### config.mk
export PLATFORM = sky130hd
export DESIGN_NAME = unidade_load_store_flat
export DESIGN_NICKNAME = d
export VERILOG_FILES = /design/src/rtl/lsu_pkg.sv /design/src/rtl/unidade_load_store_if.sv /design/src/rtl/alinhador_dados.sv /design/src/rtl/unidade_load_store.sv /design/src/flat_wrapper.sv
export SDC_FILE = /design/constraint.sdc
export NUM_CORES = 1
export LEC_CHECK = 0
export ABC_AREA = 1
export CORE_UTILIZATION = 65
export DETAILED_ROUTE_END_ITERATION = 8
export DONT_BUFFER_PORTS = 1
export PLACE_DENSITY = 0.86
export REMOVE_ABC_BUFFERS = 1
export SLEW_MARGIN = 20
export SYNTH_ARGS = -nofsm -noshare
export SYNTH_HDL_FRONTEND = slang
export SYNTH_SLANG_ARGS = --single-unit
### constraint.sdc
create_clock -name clk -period 4.3 [get_ports clk]
set_input_delay 0.43 -clock clk [delete_from_list [all_inputs] [get_ports clk]]
set_output_delay 0.43 -clock clk [all_outputs]
set_load 0.1 [all_outputs]
### src/rtl/lsu_pkg.sv
// Shared constants for the load/store unit: RISC-V funct3 codes, FSM state
// encoding and the request-qualification helpers used at accept time.
package lsu_pkg;

    localparam logic [2:0] F3_B  = 3'b000;
    localparam logic [2:0] F3_H  = 3'b001;
    localparam logic [2:0] F3_W  = 3'b010;
    localparam logic [2:0] F3_BU = 3'b100;
    localparam logic [2:0] F3_HU = 3'b101;

    localparam logic [1:0] OCIOSO   = 2'd0;
    localparam logic [1:0] LER      = 2'd1;
    localparam logic [1:0] ESCREVER = 2'd2;
    localparam logic [1:0] RESPOSTA = 2'd3;

    typedef enum logic [1:0] {
        EST_OCIOSO   = OCIOSO,
        EST_LER      = LER,
        EST_ESCREVER = ESCREVER,
        EST_RESPOSTA = RESPOSTA
    } estado_t;

    function automatic logic funct3_ilegal(input logic we, input logic [2:0] f3);
        if (we)
            return !(f3 == F3_B || f3 == F3_H || f3 == F3_W);
        return (f3 == 3'b011 || f3 == 3'b110 || f3 == 3'b111);
    endfunction

    function automatic logic desalinhado(input logic [2:0] f3, input logic [1:0] lo);
        case (f3)
            F3_H, F3_HU: return lo[0];
            F3_W:        return (lo != 2'b00);
            default:     return 1'b0;
        endcase
    endfunction

    // Without the alignment check, low address bits are snapped to the access size.
    function automatic logic [1:0] forca_alinhamento(input logic [2:0] f3, input logic [1:0] lo);
        case (f3)
            F3_H, F3_HU: return {lo[1], 1'b0};
            F3_W:        return 2'b00;
            default:     return lo;
        endcase
    endfunction

endpackage

### src/rtl/unidade_load_store_if.sv
// Request/response handshake plus the data-memory port of the load/store unit.
interface unidade_load_store_if;

    logic        req_valid;
    logic        req_ready;
    logic        req_we;
    logic [2:0]  req_funct3;
    logic [31:0] req_addr;
    logic [31:0] req_wdata;
    logic        resp_valid;
    logic [31:0] resp_rdata;
    logic        resp_erro;
    logic [31:0] mem_rs;
    logic [31:0] mem_wd;
    logic        mem_wr;
    logic [31:0] mem_rd;

    modport master (
        output req_valid, req_we, req_funct3, req_addr, req_wdata,
        input  req_ready, resp_valid, resp_rdata, resp_erro
    );

    modport slave (
        input  req_valid, req_we, req_funct3, req_addr, req_wdata, mem_rd,
        output req_ready, resp_valid, resp_rdata, resp_erro, mem_rs, mem_wd, mem_wr
    );

    modport memoria (
        input  mem_rs, mem_wd, mem_wr,
        output mem_rd
    );

endinterface

### src/rtl/alinhador_dados.sv
// Combinational lane logic: load byte/halfword select with sign/zero extension,
// and store merge of new byte/halfword into the old memory word.
module alinhador_dados
    import lsu_pkg::*;
(
    input  logic [2:0]  funct3,
    input  logic [1:0]  addr_lo,
    input  logic [31:0] palavra,
    input  logic [31:0] dado,
    output logic [31:0] carga,
    output logic [31:0] mesclada
);

    logic [7:0]  byte_sel;
    logic [15:0] meia_sel;

    always_comb begin
        byte_sel = palavra[{addr_lo, 3'b000} +: 8];
        meia_sel = addr_lo[1] ? palavra[31:16] : palavra[15:0];

        carga = 32'h0;
        case (funct3)
            F3_B:    carga = {{24{byte_sel[7]}}, byte_sel};
            F3_BU:   carga = {24'h0, byte_sel};
            F3_H:    carga = {{16{meia_sel[15]}}, meia_sel};
            F3_HU:   carga = {16'h0, meia_sel};
            F3_W:    carga = palavra;
            default: carga = 32'h0;
        endcase

        // Untouched lanes keep the old word so sub-word stores preserve neighbours.
        mesclada = palavra;
        case (funct3)
            F3_B: mesclada[{addr_lo, 3'b000} +: 8] = dado[7:0];
            F3_H: begin
                if (addr_lo[1])
                    mesclada[31:16] = dado[15:0];
                else
                    mesclada[15:0] = dado[15:0];
            end
            F3_W:    mesclada = dado;
            default: mesclada = palavra;
        endcase
    end

endmodule

### src/rtl/unidade_load_store.sv
// Load/store unit driving the data memory port; sub-word stores use read-modify-write.
// Optional feature macro: LSU_CHECA_ALINHAMENTO_EN (misaligned H/W become errors).
module unidade_load_store
    import lsu_pkg::*;
#(
    parameter int PROFUNDIDADE = 1024
) (
    input logic                 clk,
    input logic                 rst_n,
    unidade_load_store_if.slave bus
);

    estado_t     estado;
    logic        we_q;
    logic [2:0]  f3_q;
    logic [1:0]  lo_q;
    logic [31:0] wdata_q;
    logic        erro_req;
    logic [1:0]  lo_req;
    logic [31:0] carga;
    logic [31:0] mesclada;

    assign bus.req_ready = (estado == EST_OCIOSO);

    always_comb begin
        erro_req = funct3_ilegal(bus.req_we, bus.req_funct3);
`ifdef LSU_CHECA_ALINHAMENTO_EN
        lo_req = bus.req_addr[1:0];
        if (desalinhado(bus.req_funct3, bus.req_addr[1:0]))
            erro_req = 1'b1;
`else
        lo_req = forca_alinhamento(bus.req_funct3, bus.req_addr[1:0]);
`endif
        if ({2'b00, bus.req_addr[31:2]} >= 32'(PROFUNDIDADE))
            erro_req = 1'b1;
    end

    alinhador_dados u_alinhador (
        .funct3   (f3_q),
        .addr_lo  (lo_q),
        .palavra  (bus.mem_rd),
        .dado     (wdata_q),
        .carga    (carga),
        .mesclada (mesclada)
    );

    // Response and write strobes default low so each is a single-cycle pulse.
    always_ff @(posedge clk or negedge rst_n) begin
        if (!rst_n) begin
            estado         <= EST_OCIOSO;
            we_q           <= 1'b0;
            f3_q           <= 3'b000;
            lo_q           <= 2'b00;
            wdata_q        <= 32'h0;
            bus.resp_valid <= 1'b0;
            bus.resp_erro  <= 1'b0;
            bus.resp_rdata <= 32'h0;
            bus.mem_rs     <= 32'h0;
            bus.mem_wd     <= 32'h0;
            bus.mem_wr     <= 1'b0;
        end else begin
            bus.resp_valid <= 1'b0;
            bus.resp_erro  <= 1'b0;
            bus.resp_rdata <= 32'h0;
            bus.mem_wd     <= 32'h0;
            bus.mem_wr     <= 1'b0;
            case (estado)
                EST_OCIOSO: begin
                    if (bus.req_valid) begin
                        we_q    <= bus.req_we;
                        f3_q    <= bus.req_funct3;
                        lo_q    <= lo_req;
                        wdata_q <= bus.req_wdata;
                        if (erro_req) begin
                            estado         <= EST_RESPOSTA;
                            bus.resp_valid <= 1'b1;
                            bus.resp_erro  <= 1'b1;
                        end else begin
                            bus.mem_rs <= {2'b00, bus.req_addr[31:2]};
                            if (bus.req_we && bus.req_funct3 == F3_W) begin
                                estado     <= EST_ESCREVER;
                                bus.mem_wd <= bus.req_wdata;
                                bus.mem_wr <= 1'b1;
                            end else begin
                                estado <= EST_LER;
                            end
                        end
                    end
                end
                EST_LER: begin
                    if (we_q) begin
                        estado     <= EST_ESCREVER;
                        bus.mem_wd <= mesclada;
                        bus.mem_wr <= 1'b1;
                    end else begin
                        estado         <= EST_RESPOSTA;
                        bus.resp_valid <= 1'b1;
                        bus.resp_rdata <= carga;
                    end
                end
                EST_ESCREVER: begin
                    estado         <= EST_RESPOSTA;
                    bus.resp_valid <= 1'b1;
                end
                EST_RESPOSTA: begin
                    estado <= EST_OCIOSO;
                end
                default: begin
                    estado <= EST_OCIOSO;
                end
            endcase
        end
    end

endmodule

### src/flat_wrapper.sv
// flat-port wrapper written by rule: the top's interface ports become plain ports
module unidade_load_store_flat import lsu_pkg::*;
#(
    parameter int PROFUNDIDADE = 1024
)
  (clk, rst_n, bus_req_valid, bus_req_we, bus_req_funct3, bus_req_addr, bus_req_wdata, bus_mem_rd, bus_req_ready, bus_resp_valid, bus_resp_rdata, bus_resp_erro, bus_mem_rs, bus_mem_wd, bus_mem_wr);
  unidade_load_store_if bus_i ();
  input logic clk;
  input logic rst_n;
  input wire logic [$bits(bus_i.req_valid)-1:0] bus_req_valid;
  input wire logic [$bits(bus_i.req_we)-1:0] bus_req_we;
  input wire logic [$bits(bus_i.req_funct3)-1:0] bus_req_funct3;
  input wire logic [$bits(bus_i.req_addr)-1:0] bus_req_addr;
  input wire logic [$bits(bus_i.req_wdata)-1:0] bus_req_wdata;
  input wire logic [$bits(bus_i.mem_rd)-1:0] bus_mem_rd;
  output wire logic [$bits(bus_i.req_ready)-1:0] bus_req_ready;
  output wire logic [$bits(bus_i.resp_valid)-1:0] bus_resp_valid;
  output wire logic [$bits(bus_i.resp_rdata)-1:0] bus_resp_rdata;
  output wire logic [$bits(bus_i.resp_erro)-1:0] bus_resp_erro;
  output wire logic [$bits(bus_i.mem_rs)-1:0] bus_mem_rs;
  output wire logic [$bits(bus_i.mem_wd)-1:0] bus_mem_wd;
  output wire logic [$bits(bus_i.mem_wr)-1:0] bus_mem_wr;
  assign bus_i.req_valid = bus_req_valid;
  assign bus_i.req_we = bus_req_we;
  assign bus_i.req_funct3 = bus_req_funct3;
  assign bus_i.req_addr = bus_req_addr;
  assign bus_i.req_wdata = bus_req_wdata;
  assign bus_i.mem_rd = bus_mem_rd;
  assign bus_req_ready = bus_i.req_ready;
  assign bus_resp_valid = bus_i.resp_valid;
  assign bus_resp_rdata = bus_i.resp_rdata;
  assign bus_resp_erro = bus_i.resp_erro;
  assign bus_mem_rs = bus_i.mem_rs;
  assign bus_mem_wd = bus_i.mem_wd;
  assign bus_mem_wr = bus_i.mem_wr;
  unidade_load_store #(.PROFUNDIDADE(PROFUNDIDADE)) u_core (.clk(clk), .rst_n(rst_n), .bus(bus_i));
endmodule
==> results.yml, run 1 <==
place:
  hpwl_um: 14010
  port_buffers: 0
  gp_congestion: 0.9681
  dpl_cell_area_mm2: 0.007262
  pre_cts_ws_ps: 1580
  dp.cells: 1081
pwr:
  p_leak_nw: 4.119
  peakVddDrop_v: 0.0005081
  pwr_density_cell_mw_per_mm2: 816.3
  total_power_mw: 6.475
sta:
  period_needed_ps: 2745
  holdWs_ps: -24.39
  hold_violations: 44
  rsz0062_at_grt: "false"
  fin_setup_tns_ps: 0
  drv_slew: 0
  tightest_slew_ps: 1061
  final.setup_skew_ps: 11.37
  setup_viol_count_final: 0
  maxSlewHeadroom: 0.2912
  fmax_mhz: 364.3
  fin_crit_sh: 0.6383
  setup_ws_ps: 1555
outcome:
  status: "finished, violations left"
  violations: "hold timing"
critical_path:
  endpoint_kind: "flop"
  path_max_fanout: 38
  start_kind: "flop"
  crit_arrival_ps: 3110
  r2r_setup_slack_ps: 1560
  critPathRequiredTime_ps: 4660
  critPathKind: "reg2reg"
floorplan:
  ios: 203
  dieArea_mm2: 0.01171
  die_w_um: 108.2
  core_area_mm2: 0.01094
  row_count: 38
  initial_core_util: 0.6706
  die_h_um: 108.2
synth:
  synthCells: 988
  synth_compound_area_frac: 0.1124
  synth.area.top_cells: "dfrtp_1, nand2_1, inv_1"
  avgSynthCellArea_um2: 7.422
  yosysWarnings: 0
  synth-adder-area-share: 0.01536
  netlist_area_mm2: 0.007333
  synth_top_cell_by_area: "dfrtp_1"
  synth-seq-area-share: 0.4675
  synth_simple_gate_area_frac: 0.3001
  synth_top_family_by_area: "simple AND/OR/NAND/NOR gates"
  ys_ff_latch: 137
  synth_mux_area_frac: 0
  synth_top_area_frac: 0.4675
  ys_types: 32
  synth_xor_area_frac: 0
grt:
  antenna_found_initial: 0
  grt_pass1_vias: 6411
  grt.total_usage: 0.3777
  overflow: 0
  grt_pass1_wl_um: 33020
  grt_max_degree: 138
detailed_routing:
  vias_per_cell: 6.064
  drcViolationCount: 0
  routedWlPerCell_um: 19.21
  vias: 6755
  first_pass_iters: 6
  drt_iter0_drc: 702
  routed_wl_um: 21410
  postRouteAntennaNets: 0
clocking:
  clockBufferDepth: 2
  root_buffer: "clkbuf_16"
  cts.htree.levels: 4
  cts_sinks: 137
  insertion_delay_ps: 430
  clkTransAtPathRegs_ps: 60
  cts_tree: "done"
  cts-buffers-inserted: 17
layout:
  diodes: 0
  finalNetCount: 1073
  final_area_mm2: 0.007933
  fin_cells: 1114
  n_fill_cell: 862
  syn_to_final_growth_pct: 8.173
  layout-drive-gt1-share: 0.07700
worst_hold_path:
  min_path_type: "in2async"
run:
  cap_violations: 0
[through the flow]
stage | util | hold WS [ps]
floorplan | - | 134.4
global placement | 0.6641 | 137.1
detailed placement | 0.6641 | 136.7
CTS | 0.7249 | 23.89
global route | 0.7254 | 54.23
finish | 0.7254 | -24.39
[layer usage]
layer	share of wire	global-route usage	wire, um
met2	0.47	0.5978	10010
met4	0.036	0.1859	779
met5	0	0	0
met1	0.38	0.4753	8234
met3	0.11	0.1079	2378
[cells by family (layout without fill, tap and decap cells)]
group / Yosys count / after routing
adder cells (fa/ha/maj): 9 / 9
flip-flops: 137 / 137
buffers and inverters: 175 / 160
AND/OR/NAND/NOR: 530 / 530
other: 1 / 2
AO/OA/AOI/OAI: 136 / 136
[worst paths after layout]
kind	startpoint	end	cells after the start
hold / removal	rst_n	u_core.bus.mem_rs[16]	1
max in group asynchronous	rst_n	u_core.bus.mem_wd[8]	1
min in group clk	bus_req_addr[2]	u_core.bus.mem_rs[0]	2
setup reg to reg	u_core.estado[0]	u_core.bus.mem_wd[6]	8
hold reg to reg	u_core.wdata_q[25]	u_core.wdata_q[25]	2
setup / recovery	u_core.estado[0]	u_core.bus.mem_wd[6]	8
[area by class of cell]
| type | count | area, um^2 | share of cell area |
|---|---|---|---|
| Sequential cell | 137 | 3428 | 0.4322 |
| Timing Repair Buffer | 8 | 80.08 | 0.01009 |
| Clock buffer | 17 | 425.4 | 0.05363 |
| Tap cell | 140 | 175.2 | 0.02208 |
| Multi-Input combinational cell | 677 | 3161 | 0.3984 |
| Clock inverter | 15 | 212.7 | 0.02681 |
| Inverter | 120 | 450.4 | 0.05678 |
[synthesized netlist by cell type (all sizes together)]
cell type,number
o22a,1
o21ai,68
nand3,65
inv,120
dfrtp,137
nand2,335
nand4,32
nor2,92
buf,38
o211ai,4
or2,5
and2,1
conb,1
clkbuf,17
ha,9
o22ai,8
o2111ai,1
a31oi,22
a21oi,32
[placed cells by master, fill, tap and decap left out, types with 4 or more instances in the layout]
cell,Yosys,layout
a21oi_1,30,30
a31oi_1,12,12
a31oi_2,10,10
buf_4,9,7
bufinv_16,0,4
clkbuf_16,0,17
dfrtp_1,137,137
ha_1,9,9
inv_1,114,114
inv_2,6,6
inv_6,0,5
nand2_1,331,331
nand3_1,63,63
nand4_1,32,32
nor2_1,88,86
nor2_2,4,4
o211ai_1,4,4
o21ai_0,66,66
o22ai_1,8,8
or2_2,4,4
[worst max-delay path: stages, from the launching register on]
cell     delay [ps]
dfrtp_1         400
inv_1           140
ha_1            170
buf_4           320
nand2_1         420
inv_2           530
buf_4           420
nand4_1         150
nand2_1         120
[power breakdown]
part	switching [mW]	total, mW	internal [mW]	leakage, nW
combinational	1.61	2.21	0.605	2.08
sequential	1.09	2.66	1.57	1.73
clock	0.625	1.61	0.982	0.301
total	3.32	6.48	3.16	4.12
[state kept, by name (all words and copies together), names as in the netlist]
| signal | count |
|---|---|
| u_core.wdata_q | 32 |
| u_core.bus.resp_valid | 1 |
| u_core.we_q | 1 |
| u_core.bus.mem_wd | 32 |
| u_core.f3_q | 3 |
| u_core.bus.resp_erro | 1 |
| u_core.bus.mem_rs | 30 |
| u_core.estado | 2 |
| u_core.bus.resp_rdata | 32 |
| u_core.lo_q | 2 |
| u_core.bus.mem_wr | 1 |
[timing repair]
action	in CTS	in global routing
setup endpoints to repair	0	0
resized for setup	0	0
hold buffers	1	0
setup buffers	0	0
hold endpoints to repair	137	0
Power figures use the tool's default switching activity.
==> inputs of run 2 (changes only) <==
--- a/config.mk
+++ b/config.mk
@@ -6,10 +6,10 @@
 export NUM_CORES = 1
 export LEC_CHECK = 0
 export ABC_AREA = 1
-export CORE_UTILIZATION = 65
+export CORE_UTILIZATION = 64
 export DETAILED_ROUTE_END_ITERATION = 8
 export DONT_BUFFER_PORTS = 1
-export PLACE_DENSITY = 0.86
+export PLACE_DENSITY = 0.85
 export REMOVE_ABC_BUFFERS = 1
 export SLEW_MARGIN = 20
 export SYNTH_ARGS = -nofsm -noshare
==> constraint.sdc (replaced) <==
create_clock -name clk -period 2.6 [get_ports clk]
set_input_delay 0.26 -clock clk [delete_from_list [all_inputs] [get_ports clk]]
set_output_delay 0.26 -clock clk [all_outputs]
set_load 0.1 [all_outputs]
==> run 2 against run 1 <==
Net effect:
- the flow still finishes with violations (hold timing)
- register-to-register slack worse by 1100 ps
- setup slack worse by 1100 ps
- die area is 1.5% higher
- final cell count grew 5.7%
- clock-buffer cell count stayed put
- first-iteration DRC count up 9.1%
- non-clock buffer count is 64 higher
- sequential share of layout area shrank 2.9 points
- hold slack worse by 440 ps
- total power is 66% higher
- clock power grew 59%
- critical path depth rose by 2
- highest routed layer unchanged
==> results.yml, run 2 (synthesized netlist as in run 1, its figures left out) <==
grt:
  grt_max_degree: 138
  grt.total_usage: 0.3790
  grt_pass1_wl_um: 33770
  grt_pass1_vias: 6740
  overflow: 0
  antenna_found_initial: 0
outcome:
  status: "finished, violations left"
  violations: "hold timing"
floorplan:
  die_w_um: 109.0
  initial_core_util: 0.6677
  die_h_um: 109.0
  ios: 203
  row_count: 38
  dieArea_mm2: 0.01189
  core_area_mm2: 0.01098
sta:
  tightest_slew_ps: 935.7
  fin_crit_sh: 0.8204
  maxSlewHeadroom: 0.3766
  final.setup_skew_ps: 12.54
  fmax_mhz: 468.8
  hold_violations: 138
  period_needed_ps: 2133
  holdWs_ps: -468.4
  rsz0062_at_grt: "false"
  drv_slew: 0
  setup_viol_count_final: 0
critical_path:
  path_max_fanout: 9
  slowest_delay_ps: 410
  slowest_stage: "nor2_1"
  endpoint_kind: "flop"
  start_kind: "flop"
  cpLargestDelayFamily: "simple AND/OR/NAND/NOR gates"
  crit_arrival_ps: 2500
  crit_chain: "inv_1, ha_1, inv_2, nor2_2, inv_1, nor2_1, nand3_1, nand3_1, nand2_1, nand2_1"
  critPathKind: "reg2reg"
  critPathRequiredTime_ps: 2970
  critPathBufInv: 3
layout:
  largestRegisters: "u_core.bus.mem_wd x32, u_core.bus.resp_rdata x32, u_core.wdata_q x32"
  finalCoreUtilization: 0.7738
  syn_to_final_growth_pct: 15.88
  diodes: 0
  final_common_cell: "nand2_1"
  fin_cells: 1177
  layout-drive-gt1-share: 0.08390
  final_cell_mix: "nand2_1, dfrtp_1, inv_1"
  finalNetCount: 1137
detailed_routing:
  routedWlPerCell_um: 18.54
  vias: 6920
  vias_per_cell: 5.879
  drt_iter0_drc: 766
  postRouteAntennaNets: 0
  first_pass_iters: 6
  routed_wl_um: 21820
  drcViolationCount: 0
place:
  gp_congestion: 1.001
  hpwl_um: 14110
  dp.cells: 1095
  port_buffers: 0
pwr:
  p_leak_nw: 4.379
  total_power_mw: 10.75
  peakVddDrop_v: 0.0007578
  pwr_density_cell_mw_per_mm2: 1265
clocking:
  cts_resized: 0
  cts_tree: "done"
  root_buffer: "clkbuf_16"
  clkTransAtPathRegs_ps: 60
  insertion_delay_ps: 430
  cts-buffers-inserted: 17
  cts_sinks: 137
  cts.htree.levels: 4
  clockBufferDepth: 2
  postCtsSetupRepairBufs: 0
run:
  cap_violations: 0
worst_hold_path:
  min_path_type: "in2async"
-- run 2: what timing repair did --
item                                    4_1_cts  5_1_grt
endpoints found under the setup margin        0        0
hold buffers                                 50        1
hold endpoints to repair                    217      138
-- run 2: final timing paths --
| check | start | endpoint | slack, ps | cells after the start |
|---|---|---|---|---|
| setup / recovery | u_core.lo_q[1] | u_core.bus.mem_wd[8] | 470 | 10 |
| hold / removal | rst_n | u_core.bus.resp_valid | -470 | 0 |
| setup reg to reg | u_core.lo_q[1] | u_core.bus.mem_wd[8] | 470 | 10 |
| hold reg to reg | u_core.wdata_q[25] | u_core.wdata_q[25] | 480 | 2 |
| max in group asynchronous | rst_n | u_core.wdata_q[12] | 2890 | 0 |
| min in group clk | bus_req_wdata[21] | u_core.bus.mem_wd[21] | 0 | 2 |
-- run 2: stage by stage --
step                cell area [um^2]  TNS (ps)  setup slack [ps]
floorplan                       7024    -39630            -670.4
global placement                7375         0             587.3
detailed placement              7375         0             553.3
CTS                             8488         0             526.6
global route                    8498         0             297.1
finish                          8498         0             467.0
-- run 2: cell type report --
type	count	area, um^2
clock inverter	14	187.7
clock buffer	17	425.4
tap	140	175.2
fill	756	2485
timing repair buffer	72	680.7
sequential	137	3428
inverter	120	450.4
multi-input combinational	677	3151
-- run 2: where the power goes --
| part | switching (mW) | total, mW | internal [mW] |
|---|---|---|---|
| clock network | 1.03 | 2.56 | 1.53 |
| registers | 1.81 | 4.40 | 2.59 |
| logic | 2.63 | 3.78 | 1.15 |
| total | 5.47 | 10.7 | 5.27 |
-- run 2: metal layers --
layer	part of all wire	wire length, um	GRT usage	up-vias
li1	-	-	-	3198
met1	0.38	8376	0.4727	3235
met2	0.47	10330	0.6042	411
met3	0.11	2403	0.1076	76
met4	0.032	708	0.1834	0
met5	0	0	0	-
==> RTL edit 1 (config.mk and constraints of run 2) <==
The option `LSU_CHECA_ALINHAMENTO_EN` is turned on by a define.
--- a/src/rtl/unidade_load_store.sv
+++ b/src/rtl/unidade_load_store.sv
@@ -1,4 +1,6 @@
 // Load/store unit driving the data memory port; sub-word stores use read-modify-write.
 // Optional feature macro: LSU_CHECA_ALINHAMENTO_EN (misaligned H/W become errors).
+`define LSU_CHECA_ALINHAMENTO_EN
+
 module unidade_load_store
     import lsu_pkg::*;
Formal check against the unedited RTL: not equivalent (Yosys sat finds a counterexample within 4 cycles, from zero or initial values and one cycle with rst_n low).
==> RTL edit 1 against run 2 <==
  * The flow still finishes with violations (hold timing)
  * Worst setup slack better by 0.0097 ns
  * Hold slack better by 0.0028 ns
  * Synthesized area fell by 1.4%
  * Global-route usage fell by 0.44 points
  * Count of clock-buffer cells in the layout is the same
  * Total power down 0.89%
  * Sequential share of layout area up 1.2 points
  * First-iteration DRC count up 32%
  * Sequential cell count is the same
  * Final area decreased by 2.9%
  * Routed wire length down 0.77%
  * Clock power shrank 10%
  * Largest power group unchanged
==> RTL edit 1: results (changes against run 2) <==
- The share of final layout cell area taken by clock buffers and inverters is 0.0672 (-0.00498).
- The number of buffers outside the clock class in the layout is 58 (-19%).
- The highest net fanout along the worst path was 11 (+2).
- The count of different cell masters after synthesis is 33 (+3.1%).
- The instance area at placement is 7290 um^2 (-1.2%).
- The adder-cell share of the synthesized area is 0.0156 (+0.000212).
- The flow ran to the end, but the final reports show violations.
- The compound-cell area share of the yosys netlist is 0.108 (-0.00415).
- The non-clock buffering overhead in the final layout was 0.0667 (-0.0134).
- The proportion of layout cells with a drive suffix above 1 is 0.0673 (-0.0166).
- The checks that failed: hold timing.
- The worst slew margin relative to its limit came to 0.379 (+0.00250).
- The share of total power in sequential cells was 0.423 (+0.013).
- The number of global-route vias before repair came to 6,421 (-4.7%).
- The post-route met1 wirelength is 8140 um (-2.9%).
- The power drawn by the combinational cells is 3.85 mW (+2%).
- The number of design-rule violations left by the first detailed-router iteration is 1,008 (+32%).
- The wire length per cell is 18.3 um (-1.0%).
- The fraction of met1 tracks used by global routing came to 0.493 (+0.0200).
- The number of flip-flops and latches is 137 (unchanged).
- The worst-case vdd ir drop is 0.776 mV (+2.4%).
- The final design utilization is 0.755 (-0.0191).
- The post-layout instance count excluding filler cells is 1,180 (+0.25%).
- The global routing met3 resource utilization came to 0.0735 (-0.0341).
- The global-route usage over all layers is 0.375 (-0.00436).
- The static leakage is 4.52 nW (+3.1%).
- The commonest cells after synthesis are sky130_fd_sc_hd__nand2_1, sky130_fd_sc_hd__dfrtp_1, sky130_fd_sc_hd__inv_1, sky130_fd_sc_hd__nor2_1, sky130_fd_sc_hd__o21ai_0.
- The count of endpoints failing hold in the final timing report was 137 (-0.72%).
- The total number of vias is 6,935 (+0.22%).
- The number of hold buffers added after CTS is 41 (-18%).
- The final HPWL from detailed placement was 14,000 um (-0.47%).
- The average footprint of a synthesized cell is 7.27 um^2 (-2.1%).
- The total length of routed met2 wires is 10,300 um (-0.46%).
- The detailed-router iteration count before antenna repair is 8 (+2).
- The worst hold-check slack is -0.466 ns (+0.00280 ns).
- The net load switching power came to 5.65 mW (+3.3%).
- Sorting the synthesized cells by area gives the leading types as sky130_fd_sc_hd__dfrtp_1, sky130_fd_sc_hd__nand2_1, sky130_fd_sc_hd__inv_1, sky130_fd_sc_hd__nor2_1, sky130_fd_sc_hd__o21ai_0.
- The multi-input combinational cell area is 3060 um^2 (-3.0%).
- The global-route track usage on met2 came to 0.606 (+0.00178).
- The data arrival time of the worst path is 2.48 ns (-0.02 ns).
- The worst setup timing slack at the placement stage is 0.525 ns (-0.0287 ns).
==> RTL edit 1: cell count changes after synthesis, sizes merged, moves of 2 or more <==
cell	change
o22ai	-7
nor3	+4
nand3	-17
nand2	+30
nand4	-23
nand3b	+2
o21ai	+5
buf	-9
or2	-5
nor2	+14
a31oi	+2
a21oi	-7
o211ai	+10
inv	+9
==> RTL edit 1: critical path: stages (launching register included) <==
cell and delay, ns:
sky130_fd_sc_hd__dfrtp_1 0.53, sky130_fd_sc_hd__inv_1 0.18, sky130_fd_sc_hd__ha_1 0.33, sky130_fd_sc_hd__inv_1 0.08, sky130_fd_sc_hd__nor2_1 0.44, sky130_fd_sc_hd__nand3_1 0.13, sky130_fd_sc_hd__nand2_1 0.09, sky130_fd_sc_hd__nand2_1 0.06
sky130_fd_sc_hd__nand3_1 0.08, sky130_fd_sc_hd__nand3_1 0.07, sky130_fd_sc_hd__nand2_1 0.08
==> RTL edit 2 (config.mk and constraints of run 2) <==
Without the edit above. Reset style: synchronous (`rst_n`), changed in one clocked block.
--- a/src/rtl/unidade_load_store.sv
+++ b/src/rtl/unidade_load_store.sv
@@ -46,5 +46,5 @@
 
     // Response and write strobes default low so each is a single-cycle pulse.
-    always_ff @(posedge clk or negedge rst_n) begin
+    always_ff @(posedge clk) begin
         if (!rst_n) begin
             estado         <= EST_OCIOSO;
Formal check against the unedited RTL: differs if rst_n is asserted again (counterexample within 4 cycles, from zero or initial values and one cycle with rst_n low); with rst_n held inactive, the same outputs for 4 cycles.
==> RTL edit 2 against run 2 <==
  * Sequential cell count unchanged
  * Routed wire length fell by 3.7%
  * Die area shrank 9.1%
  * Final area decreased by 4.3%
  * Non-clock buffer count rose by 27
  * First-iteration DRC count grew 12%
  * Final cell count grew 2.3%
  * Worst setup slack worse by 0.018 ns
  * Core utilization is 4.7 points higher
  * Synthesized area is 9.3% lower
  * Highest routed layer unchanged
Power is not compared: it rests on default switching activity, and its combinational part moved more than twofold at a synthesized area within 25%.
==> RTL edit 2: results (changes against run 2) <==
- The stage delay of the slowest cell on the critical path is 0.63 ns (+0.22 ns).
- The proportion of layout cells with a drive suffix above 1 is 0.0691 (-0.0148).
- The register-to-register setup slack is 0.45 ns (-0.02 ns).
- The flow ran to the end, and the final reports show no timing, DRC or antenna violations.
- The tightest min-delay check is of the in2reg type.
- The number of instances in the placed design is 1,093 (-0.18%).
- The global-route usage over all layers is 0.385 (+0.00579).
- The sum of routed wire length over all layers came to 21,000 um (-3.7%).
- The sequential element share of the synthesized area is 0.412 (-0.0553).
- The number of instances in the synthesized netlist came to 1,001 (+1.3%).
- The count of different cell masters after synthesis is 33 (+3.1%).
- The instance area at placement came to 6710 um^2 (-9.0%).
- The share of async-settable or async-resettable flops after synthesis was 0 (-1.00).
- The measured slew at the worst slew-check pin is 0.992 ns (+0.0563 ns).
- The predominant post-synthesis flop cell is sky130_fd_sc_hd__dfxtp_1.
- The sum of met3 wire segment lengths after detailed routing was 2600 um (+8.2%).
- The post-layout instance count excluding filler cells is 1,204 (+2.3%).
- The commonest cells after synthesis are sky130_fd_sc_hd__nand2_1, sky130_fd_sc_hd__dfxtp_1, sky130_fd_sc_hd__a21oi_1, sky130_fd_sc_hd__inv_1, sky130_fd_sc_hd__nand3_1.
- The launch point of the worst reg-to-reg path is u_core.f3_q[0]$_SDFFE_PN0P_.
- The post-route met1 wirelength is 8010 um (-4.3%).
- The number of cell instances on the worst register-to-register path came to 9 (-1).
- The worst clock skew on the final layout is 0.0199 ns (+0.00740 ns).
- The wire length of the first global-routing pass came to 33,300 um (-1.3%).
- The cell with the largest stage delay on the worst path is sky130_fd_sc_hd__dfxtp_1.
- The detailed-router iteration count before antenna repair is 7 (+1).
- The number of design-rule violations left by the first detailed-router iteration was 858 (+12%).
- The via count normalized by instance count was 5.99 (+1.9%).
- The total length of routed met2 wires is 9540 um (-7.6%).
- By area the synthesized netlist is led by sky130_fd_sc_hd__dfxtp_1, sky130_fd_sc_hd__nand2_1, sky130_fd_sc_hd__a21oi_1, sky130_fd_sc_hd__nand3_1, sky130_fd_sc_hd__inv_1.
- The worst-skew pair later-pin latency is 0.54 ns (+0.11 ns).
- The final weighted congestion in routability-driven placement came to 0.933 (-6.8%).
[RTL edit 2: changes by cell type after synthesis, sizes merged, moves of 15 or more]
cell | run 2 | this run
a21oi | 32 | 110
clkbuf | 17 | 32
dfrtp | 137 | 0
dfxtp | 0 | 137
nand2 | 335 | 242
nand3 | 65 | 106
nand4 | 32 | 16
[RTL edit 2: worst max-delay path: cells and delay by family (launching register included)]
family | cells | cell delay (ns)
flops | 1 | 0.63
simple gates | 7 | 1.13
buf+inv | 1 | 0.21
compound gates | 1 | 0.05
[RTL edit 2: how the worst max path moves through the flow]
stage | from | endpoint | slack [ns]
6_report | u_core.f3_q[0]$_SDFFE_PN0P_ | u_core.bus.mem_wd[3]$_SDFF_PN0_ | 0.45
2_1_floorplan | u_core.estado[0]$_SDFFE_PN0P_ | u_core.bus.mem_rs[0]$_SDFFE_PN0P_ | -2.06
3_5_place_dp | u_core.f3_q[0]$_SDFFE_PN0P_ | u_core.bus.mem_wd[7]$_SDFF_PN0_ | 0.55
3_3_place_gp | u_core.f3_q[0]$_SDFFE_PN0P_ | u_core.bus.mem_wd[5]$_SDFF_PN0_ | 0.59
5_1_grt | u_core.f3_q[0]$_SDFFE_PN0P_ | u_core.bus.mem_wd[3]$_SDFF_PN0_ | 0.23
4_1_cts | u_core.f3_q[0]$_SDFFE_PN0P_ | u_core.bus.mem_wd[3]$_SDFF_PN0_ | 0.51
[RTL edit 2: cell type report]
class,instances,share of cell area
multi-input combinational,688,0.395
clock inverter,11,0.0206
timing repair buffer,99,0.117
tap,133,0.0205
inverter,115,0.0531
sequential,137,0.337
clock buffer,21,0.0564
[RTL edit 2: metal layers]
layer  GRT usage  vias up
met5           0        -
met4       0.198        0
met3       0.113      105
met2       0.604      570
met1       0.479     3206
li1            -     3332
[RTL edit 2: through the flow]
stage	utilization	setup slack [ns]	hold WS (ns)
finish	0.821	0.449	0.00509
global route	0.821	0.229	0.0189
CTS	0.821	0.514	0.00282
detailed placement	0.677	0.550	0.399
global placement	0.677	0.588	0.393
floorplan	-	-2.06	0.389
[RTL edit 2: power breakdown]
group          leakage, nW  switching, mW  internal, mW  total (mW)
Sequential            1.11          0.493          2.26        2.75
Clock                0.304          0.938          1.64        2.57
Combinational         2.21           1.10         0.517        1.62
[RTL edit 2: logic make-up (layout without fill, tap and decap cells)]
logic type      count (synthesis)  count (layout)  synth area share
simple gates                  481             481             0.306
fa+ha+maj                       9               9            0.0169
compound gates                196             196             0.159
buf+inv                       177             246             0.106
other cells                     1               2          0.000564
flops                         137             137             0.412
